### config.mk
export PLATFORM = sky130hd
export DESIGN_NAME = fetch_unit_flat
export DESIGN_NICKNAME = d
export VERILOG_FILES = /design/src/rtl/fetch_pkg.sv /design/src/rtl/fetch_unit_if.sv /design/src/rtl/fetch_queue.sv /design/src/rtl/fetch_unit.sv /design/src/flat_wrapper.sv
export SDC_FILE = /design/constraint.sdc
export NUM_CORES = 1
export LEC_CHECK = 0
export ABC_AREA = 1
export BUFFER_PORTS_ARGS = -buffer_cell sky130_fd_sc_hd__buf_2
export CELL_PAD_IN_SITES_DETAIL_PLACEMENT = 1
export CELL_PAD_IN_SITES_GLOBAL_PLACEMENT = 1
export CORE_MARGIN = 2
export CORE_UTILIZATION = 42
export CTS_CLUSTER_DIAMETER = 200
export CTS_CLUSTER_SIZE = 20
export DETAILED_ROUTE_END_ITERATION = 16
export PLACE_DENSITY = 0.89
export SYNTH_ARGS = -nofsm -noshare
export SYNTH_HDL_FRONTEND = slang
export SYNTH_HIERARCHICAL = 1
export SYNTH_SLANG_ARGS = --single-unit
export TNS_END_PERCENT = 5
### constraint.sdc
create_clock -name clk -period 7.3 [get_ports clk]
set_input_delay 0.73 -clock clk [delete_from_list [all_inputs] [get_ports clk]]
set_output_delay 0.73 -clock clk [all_outputs]
set_load 0.02 [all_outputs]
### src/rtl/fetch_pkg.sv
// fetch_pkg: shared types and constants for the instruction fetch stage.
//   fetch_state_e    : fetch FSM states (IDLE / WAIT / DROP)
//   RESET_PC_DEFAULT : default boot vector
//   fetch_entry_t    : queue entry {pc, instr}
//   pc_plus4         : sequential next-PC helper (wraps mod 2^32)
package fetch_pkg;

  typedef enum logic [1:0] {
    IDLE = 2'd0,  // no request outstanding
    WAIT = 2'd1,  // request outstanding, returned word is wanted
    DROP = 2'd2   // request outstanding, returned word belongs to a flushed stream
  } fetch_state_e;

  localparam logic [31:0] RESET_PC_DEFAULT = 32'hBFC0_0000;

  typedef struct packed {
    logic [31:0] pc;
    logic [31:0] instr;
  } fetch_entry_t;

  function automatic logic [31:0] pc_plus4(input logic [31:0] cur);
    return cur + 32'd4;
  endfunction

endpackage

### src/rtl/fetch_unit_if.sv
// fetch_unit_if: instruction memory request/acknowledge bus.
//   req   : request, held until ack
//   addr  : word address, stable while req=1
//   ack   : one-cycle response strobe
//   rdata : instruction word, valid with ack
// Modports: master (fetch side), slave (memory side).
interface fetch_unit_if;
  logic        req;
  logic [31:0] addr;
  logic        ack;
  logic [31:0] rdata;

  modport master (output req, output addr, input ack, input rdata);
  modport slave  (input req, input addr, output ack, output rdata);
endinterface

### src/rtl/fetch_queue.sv
// fetch_queue: small synchronous FIFO of {pc, instr} entries.
// Ports:
//   clk, rst          : clock, synchronous active-high reset
//   push, push_data   : enqueue an entry (accepted when not full, or full with pop)
//   pop               : dequeue the head (ignored when empty)
//   flush             : empty the queue; wins over push and pop
//   head              : head entry, all-zero when empty
//   count             : current occupancy
//   count_next        : occupancy after this cycle's push/pop/flush
module fetch_queue
  import fetch_pkg::*;
#(
  parameter int DEPTH = 2,
  localparam int AW = $clog2(DEPTH),
  localparam int CW = AW + 1
) (
  input  logic         clk,
  input  logic         rst,
  input  logic         push,
  input  fetch_entry_t push_data,
  input  logic         pop,
  input  logic         flush,
  output fetch_entry_t head,
  output logic [CW-1:0] count,
  output logic [CW-1:0] count_next
);

  localparam logic [CW-1:0] DEPTH_C = CW'(DEPTH);

  fetch_entry_t  mem_q [DEPTH];
  logic [AW-1:0] wr_ptr_q, wr_ptr_d;
  logic [AW-1:0] rd_ptr_q, rd_ptr_d;
  logic [CW-1:0] count_q, count_d;
  logic          do_push, do_pop;

  always_comb begin
    do_pop   = pop && (count_q != '0);
    // a full queue still accepts a push when the head leaves in the same cycle
    do_push  = push && ((count_q != DEPTH_C) || do_pop);
    wr_ptr_d = wr_ptr_q;
    rd_ptr_d = rd_ptr_q;
    count_d  = count_q;
    if (flush) begin
      wr_ptr_d = '0;
      rd_ptr_d = '0;
      count_d  = '0;
    end else begin
      // DEPTH is a power of two, so the pointers wrap naturally
      if (do_push) wr_ptr_d = wr_ptr_q + 1'b1;
      if (do_pop)  rd_ptr_d = rd_ptr_q + 1'b1;
      count_d = count_q + CW'(do_push) - CW'(do_pop);
    end
  end

  always_ff @(posedge clk) begin
    if (rst) begin
      wr_ptr_q <= '0;
      rd_ptr_q <= '0;
      count_q  <= '0;
    end else begin
      wr_ptr_q <= wr_ptr_d;
      rd_ptr_q <= rd_ptr_d;
      count_q  <= count_d;
    end
  end

  // storage carries no reset; occupancy alone decides what is valid
  always_ff @(posedge clk) begin
    if (do_push && !flush) mem_q[wr_ptr_q] <= push_data;
  end

  assign head       = (count_q != '0) ? mem_q[rd_ptr_q] : '0;
  assign count      = count_q;
  assign count_next = count_d;

endmodule

### src/rtl/fetch_unit.sv
// fetch_unit: MIPS instruction fetch stage.
// Holds the fetch PC, issues word requests over imem (req/ack), buffers
// returned words with their PCs in fetch_queue and presents the head to decode.
// Redirects flush the queue and discard any in-flight response.
// Ports:
//   clk, rst            : clock, synchronous active-high reset
//   imem (master)       : instruction memory request bus
//   redirect_en/_pc     : taken branch/jump pulse and target (bits [1:0] ignored)
//   id_ready            : decode consumes the head entry this cycle
//   instr_valid/instr/pc: queue head (instr/pc are zero when empty)
// Optional (macro FETCH_PERF_EN):
//   perf_fetched        : count of words pushed into the queue
//   perf_bubble         : count of cycles with decode ready but no instruction
module fetch_unit
  import fetch_pkg::*;
#(
  parameter logic [31:0] RESET_PC = RESET_PC_DEFAULT,
  parameter int          DEPTH    = 2
) (
  input  logic         clk,
  input  logic         rst,
  fetch_unit_if.master imem,
  input  logic         redirect_en,
  input  logic [31:0]  redirect_pc,
  input  logic         id_ready,
  output logic         instr_valid,
  output logic [31:0]  instr,
  output logic [31:0]  pc
`ifdef FETCH_PERF_EN
  ,
  output logic [31:0]  perf_fetched,
  output logic [31:0]  perf_bubble
`endif
);

  localparam int AW = $clog2(DEPTH);
  localparam int CW = AW + 1;
  localparam logic [CW-1:0] DEPTH_C = CW'(DEPTH);

  fetch_state_e  state_q, state_d;
  logic          req_q, req_d;
  logic [31:0]   addr_q, addr_d;
  logic [31:0]   fetch_pc_q, fetch_pc_d;

  logic          push, pop, flush, has_space, issue;
  logic [31:0]   redirect_pc_al;
  fetch_entry_t  push_entry, head;
  logic [CW-1:0] q_count, q_count_next;

  // Queue control: a redirect flushes and suppresses both push and pop.
  assign redirect_pc_al   = {redirect_pc[31:2], 2'b00};
  assign flush            = redirect_en;
  assign pop              = instr_valid && id_ready && !redirect_en;
  assign push             = (state_q == WAIT) && imem.ack && !redirect_en;
  assign push_entry.pc    = fetch_pc_q;
  assign push_entry.instr = imem.rdata;
  // space is judged on the post-update occupancy so a pop frees a slot at once
  assign has_space        = q_count_next < DEPTH_C;

  fetch_queue #(.DEPTH(DEPTH)) u_queue (
    .clk        (clk),
    .rst        (rst),
    .push       (push),
    .push_data  (push_entry),
    .pop        (pop),
    .flush      (flush),
    .head       (head),
    .count      (q_count),
    .count_next (q_count_next)
  );

  // State register
  always_ff @(posedge clk) begin
    if (rst) begin
      state_q    <= IDLE;
      req_q      <= 1'b0;
      addr_q     <= RESET_PC;
      fetch_pc_q <= RESET_PC;
    end else begin
      state_q    <= state_d;
      req_q      <= req_d;
      addr_q     <= addr_d;
      fetch_pc_q <= fetch_pc_d;
    end
  end

  // Next-state logic
  always_comb begin
    state_d = state_q;
    unique case (state_q)
      IDLE: if (has_space) state_d = WAIT;
      // on ack with a same-cycle redirect the queue is flushed, so has_space
      // holds and the redirect target goes out back-to-back
      WAIT: begin
        if (imem.ack) begin
          if (!has_space) state_d = IDLE;
        end else if (redirect_en) begin
          state_d = DROP;
        end
      end
      DROP: if (imem.ack) state_d = WAIT;
      default: state_d = IDLE;
    endcase
  end

  // Output / datapath logic
  always_comb begin
    req_d      = req_q;
    addr_d     = addr_q;
    fetch_pc_d = fetch_pc_q;
    if (push)        fetch_pc_d = pc_plus4(fetch_pc_q);
    if (redirect_en) fetch_pc_d = redirect_pc_al;
    // a new request starts whenever the bus is free and we land in WAIT;
    // an unacked request keeps its address even across a redirect
    issue = (state_d == WAIT) && ((state_q == IDLE) || imem.ack);
    if (issue) begin
      req_d  = 1'b1;
      addr_d = fetch_pc_d;
    end else if (state_d == IDLE) begin
      req_d  = 1'b0;
    end
  end

  assign imem.req    = req_q;
  assign imem.addr   = addr_q;
  assign instr_valid = (q_count != '0);
  assign instr       = head.instr;
  assign pc          = head.pc;

`ifdef FETCH_PERF_EN
  logic [31:0] perf_fetched_q, perf_fetched_d;
  logic [31:0] perf_bubble_q, perf_bubble_d;

  always_comb begin
    perf_fetched_d = push ? perf_fetched_q + 32'd1 : perf_fetched_q;
    perf_bubble_d  = (!instr_valid && id_ready) ? perf_bubble_q + 32'd1 : perf_bubble_q;
  end

  always_ff @(posedge clk) begin
    if (rst) begin
      perf_fetched_q <= '0;
      perf_bubble_q  <= '0;
    end else begin
      perf_fetched_q <= perf_fetched_d;
      perf_bubble_q  <= perf_bubble_d;
    end
  end

  assign perf_fetched = perf_fetched_q;
  assign perf_bubble  = perf_bubble_q;
`endif

endmodule

### src/flat_wrapper.sv
// flat-port wrapper written by rule: the top's interface ports become plain ports
module fetch_unit_flat import fetch_pkg::*;
#(
  parameter logic [31:0] RESET_PC = RESET_PC_DEFAULT,
  parameter int          DEPTH    = 2
)
  (clk, rst, redirect_en, redirect_pc, id_ready, instr_valid, instr, pc, imem_req, imem_addr, imem_ack, imem_rdata);
  fetch_unit_if imem_i ();
  input  logic clk;
  input  logic rst;
  input  logic redirect_en;
  input  logic [31:0] redirect_pc;
  input  logic id_ready;
  output logic instr_valid;
  output logic [31:0] instr;
  output logic [31:0] pc;
  output wire logic [$bits(imem_i.req)-1:0] imem_req;
  output wire logic [$bits(imem_i.addr)-1:0] imem_addr;
  input wire logic [$bits(imem_i.ack)-1:0] imem_ack;
  input wire logic [$bits(imem_i.rdata)-1:0] imem_rdata;
  assign imem_req = imem_i.req;
  assign imem_addr = imem_i.addr;
  assign imem_i.ack = imem_ack;
  assign imem_i.rdata = imem_rdata;
  fetch_unit #(.RESET_PC(RESET_PC), .DEPTH(DEPTH)) u_core (.clk(clk), .rst(rst), .imem(imem_i), .redirect_en(redirect_en), .redirect_pc(redirect_pc), .id_ready(id_ready), .instr_valid(instr_valid), .instr(instr), .pc(pc));
endmodule
==> results of run 1 <==
==> worst paths after layout <==
path                                     start                                end  slack, ns  cells past startpoint
max reg2reg       u_core/state_q[1]$_SDFF_PP0_  u_core/imem.addr[12]$_SDFFE_PP0P_       3.91                     20
max                                redirect_en  u_core/imem.addr[12]$_SDFFE_PP0P_       3.01                     23
min          u_core/imem.addr[26]$_SDFFE_PP1P_  u_core/imem.addr[26]$_SDFFE_PP1P_       0.47                      2
min reg2reg  u_core/imem.addr[26]$_SDFFE_PP1P_  u_core/imem.addr[26]$_SDFFE_PP1P_       0.47                      2
==> stage by stage <==
stage	cells	util
2_1_floorplan	897	-
3_3_place_gp	1299	0.477
3_5_place_dp	1299	0.477
4_1_cts	1331	0.504
5_1_grt	1331	0.504
6_report	1331	0.504
==> state kept, by name, summed over array words and instances, names as in the netlist, named ones only <==
register	count
u_core/u_queue/mem_q	128
u_core/u_queue/rd_ptr_q	1
u_core/u_queue/wr_ptr_q	1
u_core/imem.req	1
u_core/fetch_pc_q	32
u_core/imem.addr	32
u_core/u_queue/count	2
u_core/state_q	2
==> routing by layer <==
metal,share of wire,up-vias,wire [um],GRT usage
met5,0,-,0,0
met4,0.013,0,290,0.0552
met3,0.053,22,1170,0.0387
met2,0.48,193,10700,0.348
met1,0.45,3239,10000,0.266
li1,-,3288,-,-
==> worst max-delay path, stage by stage <==
cell and delay [ns]:
buf_2 0.65, inv_2 0.52, nand2_1 0.18, nor2_1 0.05, inv_1 0.08, nand3_1 0.14, nand2_1 0.14, ha_1 0.24
inv_1 0.06, ha_1 0.15, nand3_1 0.08, nand3_1 0.10, inv_1 0.06, inv_1 0.08, nand2_1 0.06, o21ai_0 0.07
nand3_1 0.14, nand3_2 0.12, nand2_4 0.12, inv_4 0.43, nand3_1 0.17, o211ai_1 0.12, inv_1 0.06
==> power by group <==
| part | internal [uW] | switching, uW | leakage (uW) | total, uW |
|---|---|---|---|---|
| Sequential | 1240 | 34.3 | 0.00176 | 1280 |
| Clock | 479 | 440 | 0.000264 | 920 |
| Combinational | 74.0 | 149 | 0.00235 | 223 |
| Total | 1800 | 624 | 0.00438 | 2420 |
==> final cells by class <==
cell class / count / area share
Clock inverter: 14 / 0.0133
Tap cell: 270 / 0.0329
Clock buffer: 18 / 0.0418
Inverter: 72 / 0.0266
Timing Repair Buffer: 170 / 0.0843
Multi-Input combinational cell: 587 / 0.287
Sequential cell: 200 / 0.515
==> metrics.md, run 1 <==
| Metric | Value |
|---|---|
| Peak supply drop | `~0.16 mV` |
| Grt ovf | `0` |
| TritonCTS Sinks | `200` |
| Post-Syn Area | `8800 um2` |
| RePlAce Congestion | `0.865` |
| RSZ-0062 raised after global routing | `no` |
| Post-CTS sizing | `0` |
| Global-route wire length before repair | `35100 um` |
| Setup TNS | `0 ns` |
| DR vias | `6742` |
| Fin. Hold Viols | `0` |
| Worst min path class | `reg -> reg` |
| Hold-fix buffers at CTS | `0` |
| Crit Path Category | `in -> reg` |
| Synthesized instance count | `897` |
| Fill count | `2360` |
| Initial antenna violation count | `0` |
| CTS root buf | `clkbuf_16` |
| Rows | `52` |
| Most common cell after layout, fill and taps aside | `nand2_1` |
| Register area | `roughly 5300 um2` |
| Setup ws final | `3.01 ns` |
| Die Ht | `149 um` |
| Num CTS Buffers | `17` |
| Final Skew | `~0.011 ns` |
| Max-cap viol count | `0` |
| Post-DP Area | `just under 10000 um2` |
| Gr usage total | `0.203` |
| Synth warnings | `6` |
| DR vias/cell | `5.07` |
| Core Area | `20400 um2` |
| Pin count of the biggest net entering global routing | `65` |
| Die area | `22100 um2` |
| Post-CTS Setup Inserts | `0` |
| PortBufs | `164` |
| CTS tree | `yes` |
| Syn_nets | `969` |
| Worst Path Arrival | `around 4.6 ns` |
| Worst EP required | `7.63 ns` |
| Vias in the first global route | `6785` |
| Power density cells | `236 nW/um2` |
| Slew HR | `0.245` |
| Drc violations | `0` |
| Initial Util | `0.432` |
| Pre-antenna DRT Iters | `5` |
| Status | `complete, no violations` |
| Setup violators final | `0` |
| HPWL Detailed | `14900 um` |
| Routed wire length | `22200 um` |
| Endpoint class of the critical path | `flop` |
| Slew Limit Fails | `0` |
| Startpoint types | `input port` |
| Die width | `149 um` |
| Final hold slack | `0.466 ns` |
| Layout cell share with drive strength beyond 1 | `0.268` |
| FMAX | `0.233 GHz` |
| H-tree level count | `4` |
| Period utilization | `0.587` |
| Latest clock arrival within the worst-skew pair | `0.43 ns` |
| IO Pins | `167` |
| Tmin final | `around 4.3 ns` |
| Pleak | `0.00438 uW` |
| Antenna cell count | `0` |
| Final nets | `approximately 1.1k` |
| Total power | `2420 uW` |
| Multi-input logic area | `about 2900 um2` |
| Measured slew at the worst slew-check pin | `1.13 ns` |
| Commonest non-fill, non-tap cells in the layout | `nand2_1 (275), buf_2 (164), edfxtp_1 (128)` |
| Syn avg cell area | `9.81 um2` |
| Clock slew at reported path FFs | `~0.070 ns` |
| Drt initial violations | `365` |
| Clock Path Buffers | `2` |
| Layout area overhead | `16.8%` |
| Final Instance Area | `10300 um2` |
| WL/cell | `16.7 um` |
| Critical path peak fanout | `55` |
| Pre-CTS setup slack | `around 2.7 ns` |
| Post-route ant nets | `0` |
No activity file was read; power rests on OpenSTA's default activity.
==> run 2: changes to the inputs <==
--- a/config.mk
+++ b/config.mk
@@ -10,11 +10,11 @@
 export CELL_PAD_IN_SITES_DETAIL_PLACEMENT = 1
 export CELL_PAD_IN_SITES_GLOBAL_PLACEMENT = 1
 export CORE_MARGIN = 2
-export CORE_UTILIZATION = 42
+export CORE_UTILIZATION = 38
 export CTS_CLUSTER_DIAMETER = 200
 export CTS_CLUSTER_SIZE = 20
 export DETAILED_ROUTE_END_ITERATION = 16
-export PLACE_DENSITY = 0.89
+export PLACE_DENSITY = 0.85
 export SYNTH_ARGS = -nofsm -noshare
 export SYNTH_HDL_FRONTEND = slang
 export SYNTH_HIERARCHICAL = 1
==> constraint.sdc (replaced) <==
create_clock -name clk -period 3.7 [get_ports clk]
set_input_delay 0.37 -clock clk [delete_from_list [all_inputs] [get_ports clk]]
set_output_delay 0.37 -clock clk [all_outputs]
set_load 0.02 [all_outputs]
==> metrics.md, run 2 (synthesis gave the netlist of run 1 again) <==
| Metric | Value |
|---|---|
| Rows | `55 (was 52)` |
| Drt initial violations | `348 (was 365)` |
| Crit-path max cell delay | `0.42 ns (was 0.65 ns)` |
| Core Util, Final | `0.455 (was 0.504)` |
| Power density cells | `458 nW/um2 (was 236 nW/um2)` |
| CP dominant cell by count | `inv_1` |
| Max reg flops | `128 (unchanged)` |
| IO Pins | `167 (unchanged)` |
| Setup violators final | `0 (unchanged)` |
| FMAX | `0.299 GHz` |
| DR vias/cell | `4.99 (was 5.07)` |
| Crit Path Category | `reg -> reg (was in -> reg)` |
| Initial Util | `0.387 (was 0.432)` |
| WL/cell | `16.7 um (about the same)` |
| Slew HR | `0.284 (was 0.245)` |
| Largest Register | `u_core/u_queue/mem_q (unchanged)` |
| Most common cell after layout, fill and taps aside | `nand2_1 (unchanged)` |
| Fin. Hold Viols | `0 (unchanged)` |
| Fill count | `2644 (was 2360)` |
| Period utilization | `0.905` |
| Vias in the first global route | `7011 (was 6785)` |
| CP Cell Sequence | `inv_1 -> nand3_4 -> nor2_8 -> nand2_1 -> ha_1 -> inv_1 -> ha_1 -> nand3b_1 -> nand3_1 -> inv_1 -> inv_1 -> nand2_1 -> o21ai_0 -> nand3_1 -> nand3_2 -> nand2_4 -> inv_4 -> nand3_1 -> o211ai_1 -> inv_1 (was buf_2 -> inv_2 -> nand2_1 -> nor2_1 -> inv_1 -> nand3_1 -> nand2_1 -> ha_1 -> inv_1 -> ha_1 -> nand3_1 -> nand3_1 -> inv_1 -> inv_1 -> nand2_1 -> o21ai_0 -> nand3_1 -> nand3_2 -> nand2_4 -> inv_4 -> nand3_1 -> o211ai_1 -> inv_1)` |
| R2R depth | `20 (unchanged)` |
| Setup TNS | `0 ns (unchanged)` |
| Slew Limit Fails | `0 (unchanged)` |
| Drc violations | `0 (unchanged)` |
| CTS tree | `yes (unchanged)` |
| Final hold slack | `0.114 ns (was 0.466 ns)` |
| HPWL Detailed | `15500 um (was 14900 um)` |
| RePlAce Congestion | `0.867 (was 0.865)` |
| Hold-fix buffers at CTS | `0 (unchanged)` |
| Die Ht | `156 um (was 149 um)` |
| Pre-antenna DRT Iters | `4 (was 5)` |
| Die area | `24400 um2 (was 22100 um2)` |
| Worst min path class | `in -> reg (was reg -> reg)` |
| Commonest non-fill, non-tap cells in the layout | `nand2_1 (275), buf_2 (164), edfxtp_1 (128) (unchanged)` |
| Global-route wire length before repair | `35500 um (was 35100 um)` |
| Critical path peak fanout | `55 (unchanged)` |
| CTS root buf | `clkbuf_16 (unchanged)` |
| Antenna cell count | `0 (unchanged)` |
| Routed wire length | `22600 um (was 22200 um)` |
| Worst EP required | `4.03 ns (was 7.63 ns)` |
| Clock slew at reported path FFs | `0.08 ns (was 0.07 ns)` |
| RSZ-0062 raised after global routing | `no (unchanged)` |
| Post-CTS Setup Inserts | `0 (unchanged)` |
| Endpoint class of the critical path | `flop (unchanged)` |
| Worst hold endpoint | `u_core/u_queue/mem_q[1][5]$_DFFE_PP_ (was u_core/imem.addr[26]$_SDFFE_PP1P_)` |
| Pleak | `0.00440 uW (was 0.00438 uW)` |
| Layout cell share with drive strength beyond 1 | `0.271 (was 0.268)` |
| R2r setup slk | `0.35 ns (was 3.91 ns)` |
| Reg2Reg Launch Point | `u_core/state_q[1]$_SDFF_PP0_ (unchanged)` |
| DR vias | `6734 (was 6742)` |
| Pin count of the biggest net entering global routing | `65 (unchanged)` |
| Measured slew at the worst slew-check pin | `1.07 ns (was 1.13 ns)` |
| TritonCTS Sinks | `200 (unchanged)` |
| Worst Path Arrival | `3.68 ns (was 4.61 ns)` |
| Layout area overhead | `17.4% (was 16.8%)` |
| Post-CTS sizing | `0 (unchanged)` |
| Bufs and invs on worst path | `6 (was 8)` |
| Clock Path Buffers | `2 (unchanged)` |
| Reg2reg end | `u_core/imem.addr[13]$_SDFFE_PP0P_ (was u_core/imem.addr[12]$_SDFFE_PP0P_)` |
| Crit path max-delay family | `simple AND/OR/NAND/NOR gates (was buffers and inverters)` |
| Max-cap viol count | `0 (unchanged)` |
| Worst Hold Depth | `1 (was 2)` |
| HP Start | `imem_rdata[5] (was u_core/imem.addr[26]$_SDFFE_PP1P_)` |
| Peak supply drop | `0.276 mV (was 0.162 mV)` |
| Final Skew | `0.0177 ns (was 0.0114 ns)` |
| Final nets | `1123 (was 1120)` |
| Grt ovf | `0 (unchanged)` |
| Post-route ant nets | `0 (unchanged)` |
| Num CTS Buffers | `17 (unchanged)` |
| CP max-delay cell | `inv_4 (was buf_2)` |
| PortBufs | `164 (unchanged)` |
| Core Area | `22700 um2 (was 20400 um2)` |
| Gr usage total | `0.186 (was 0.203)` |
| Latest clock arrival within the worst-skew pair | `0.44 ns (was 0.43 ns)` |
| Startpoint types | `flop (was input port)` |
| Tmin final | `roughly 3.3 ns` |
| Initial antenna violation count | `0 (unchanged)` |
| H-tree level count | `4 (unchanged)` |
| Status | `complete, no violations (unchanged)` |
| Die width | `156 um (was 149 um)` |
==> run 2: area by class of cell <==
type	count	area (um2)	share of cell area
multi-input cells	587	2950	0.285
clock inverters	13	110	0.0107
well taps	285	357	0.0345
inverters	72	273	0.0264
flip-flops and latches	200	5290	0.512
repair buffers	173	913	0.0884
clock buffers	19	443	0.0429
==> run 2: metrics by stage <==
stage | power [uW] | setup slack, ns | instances | instance area (um2)
after floorplan | 2850 | 0.320 | 897 | 8810
after global placement | 2990 | 0.504 | 1317 | 9780
after detailed placement | 3010 | 0.361 | 1317 | 9780
after CTS | 4790 | 0.343 | 1349 | 10300
after global routing | 4930 | 0.0190 | 1349 | 10300
final | 4740 | 0.352 | 1349 | 10300
==> run 2: how the worst max path moves through the flow <==
stage                                       from                              endpoint  slack [ns]  cells after the start
CTS                 u_core/state_q[1]$_SDFF_PP0_     u_core/imem.addr[13]$_SDFFE_PP0P_        0.34                     20
global placement                        imem_ack     u_core/imem.addr[13]$_SDFFE_PP0P_        0.50                     20
global route        u_core/state_q[1]$_SDFF_PP0_      u_core/imem.addr[8]$_SDFFE_PP0P_        0.02                     20
finish              u_core/state_q[1]$_SDFF_PP0_     u_core/imem.addr[13]$_SDFFE_PP0P_        0.35                     20
floorplan                            redirect_en  u_core/u_queue/mem_q[1][0]$_DFFE_PP_        0.32                      9
detailed placement                      imem_ack     u_core/imem.addr[13]$_SDFFE_PP0P_        0.36                     20
==> run 2: report_power, final <==
part           total, uW  leakage, uW  internal (uW)  switching, uW
sequential          2520      0.00176           2450           66.2
combinational        443      0.00237            148            295
clock               1770     0.000271            901            873
total               4740      0.00440           3500           1230
==> run 2: worst register-to-register path: cells and delay by family, from the launching register on <==
family / cells / cell delay, ns
adders and majority gates: 2 / 0.50
AOI/OAI and AO/OA: 2 / 0.17
DFF: 1 / 0.35
and+or+nand+nor: 10 / 1.42
buffers and inverters: 6 / 0.82
==> run 2: layer usage <==
metal,track usage,vias to the layer above,wire [um]
met3,0.0400,19,1070
met5,0,-,0
met4,0.0494,0,261
met1,0.235,3255,10100
met2,0.326,163,11100
li1,-,3297,-
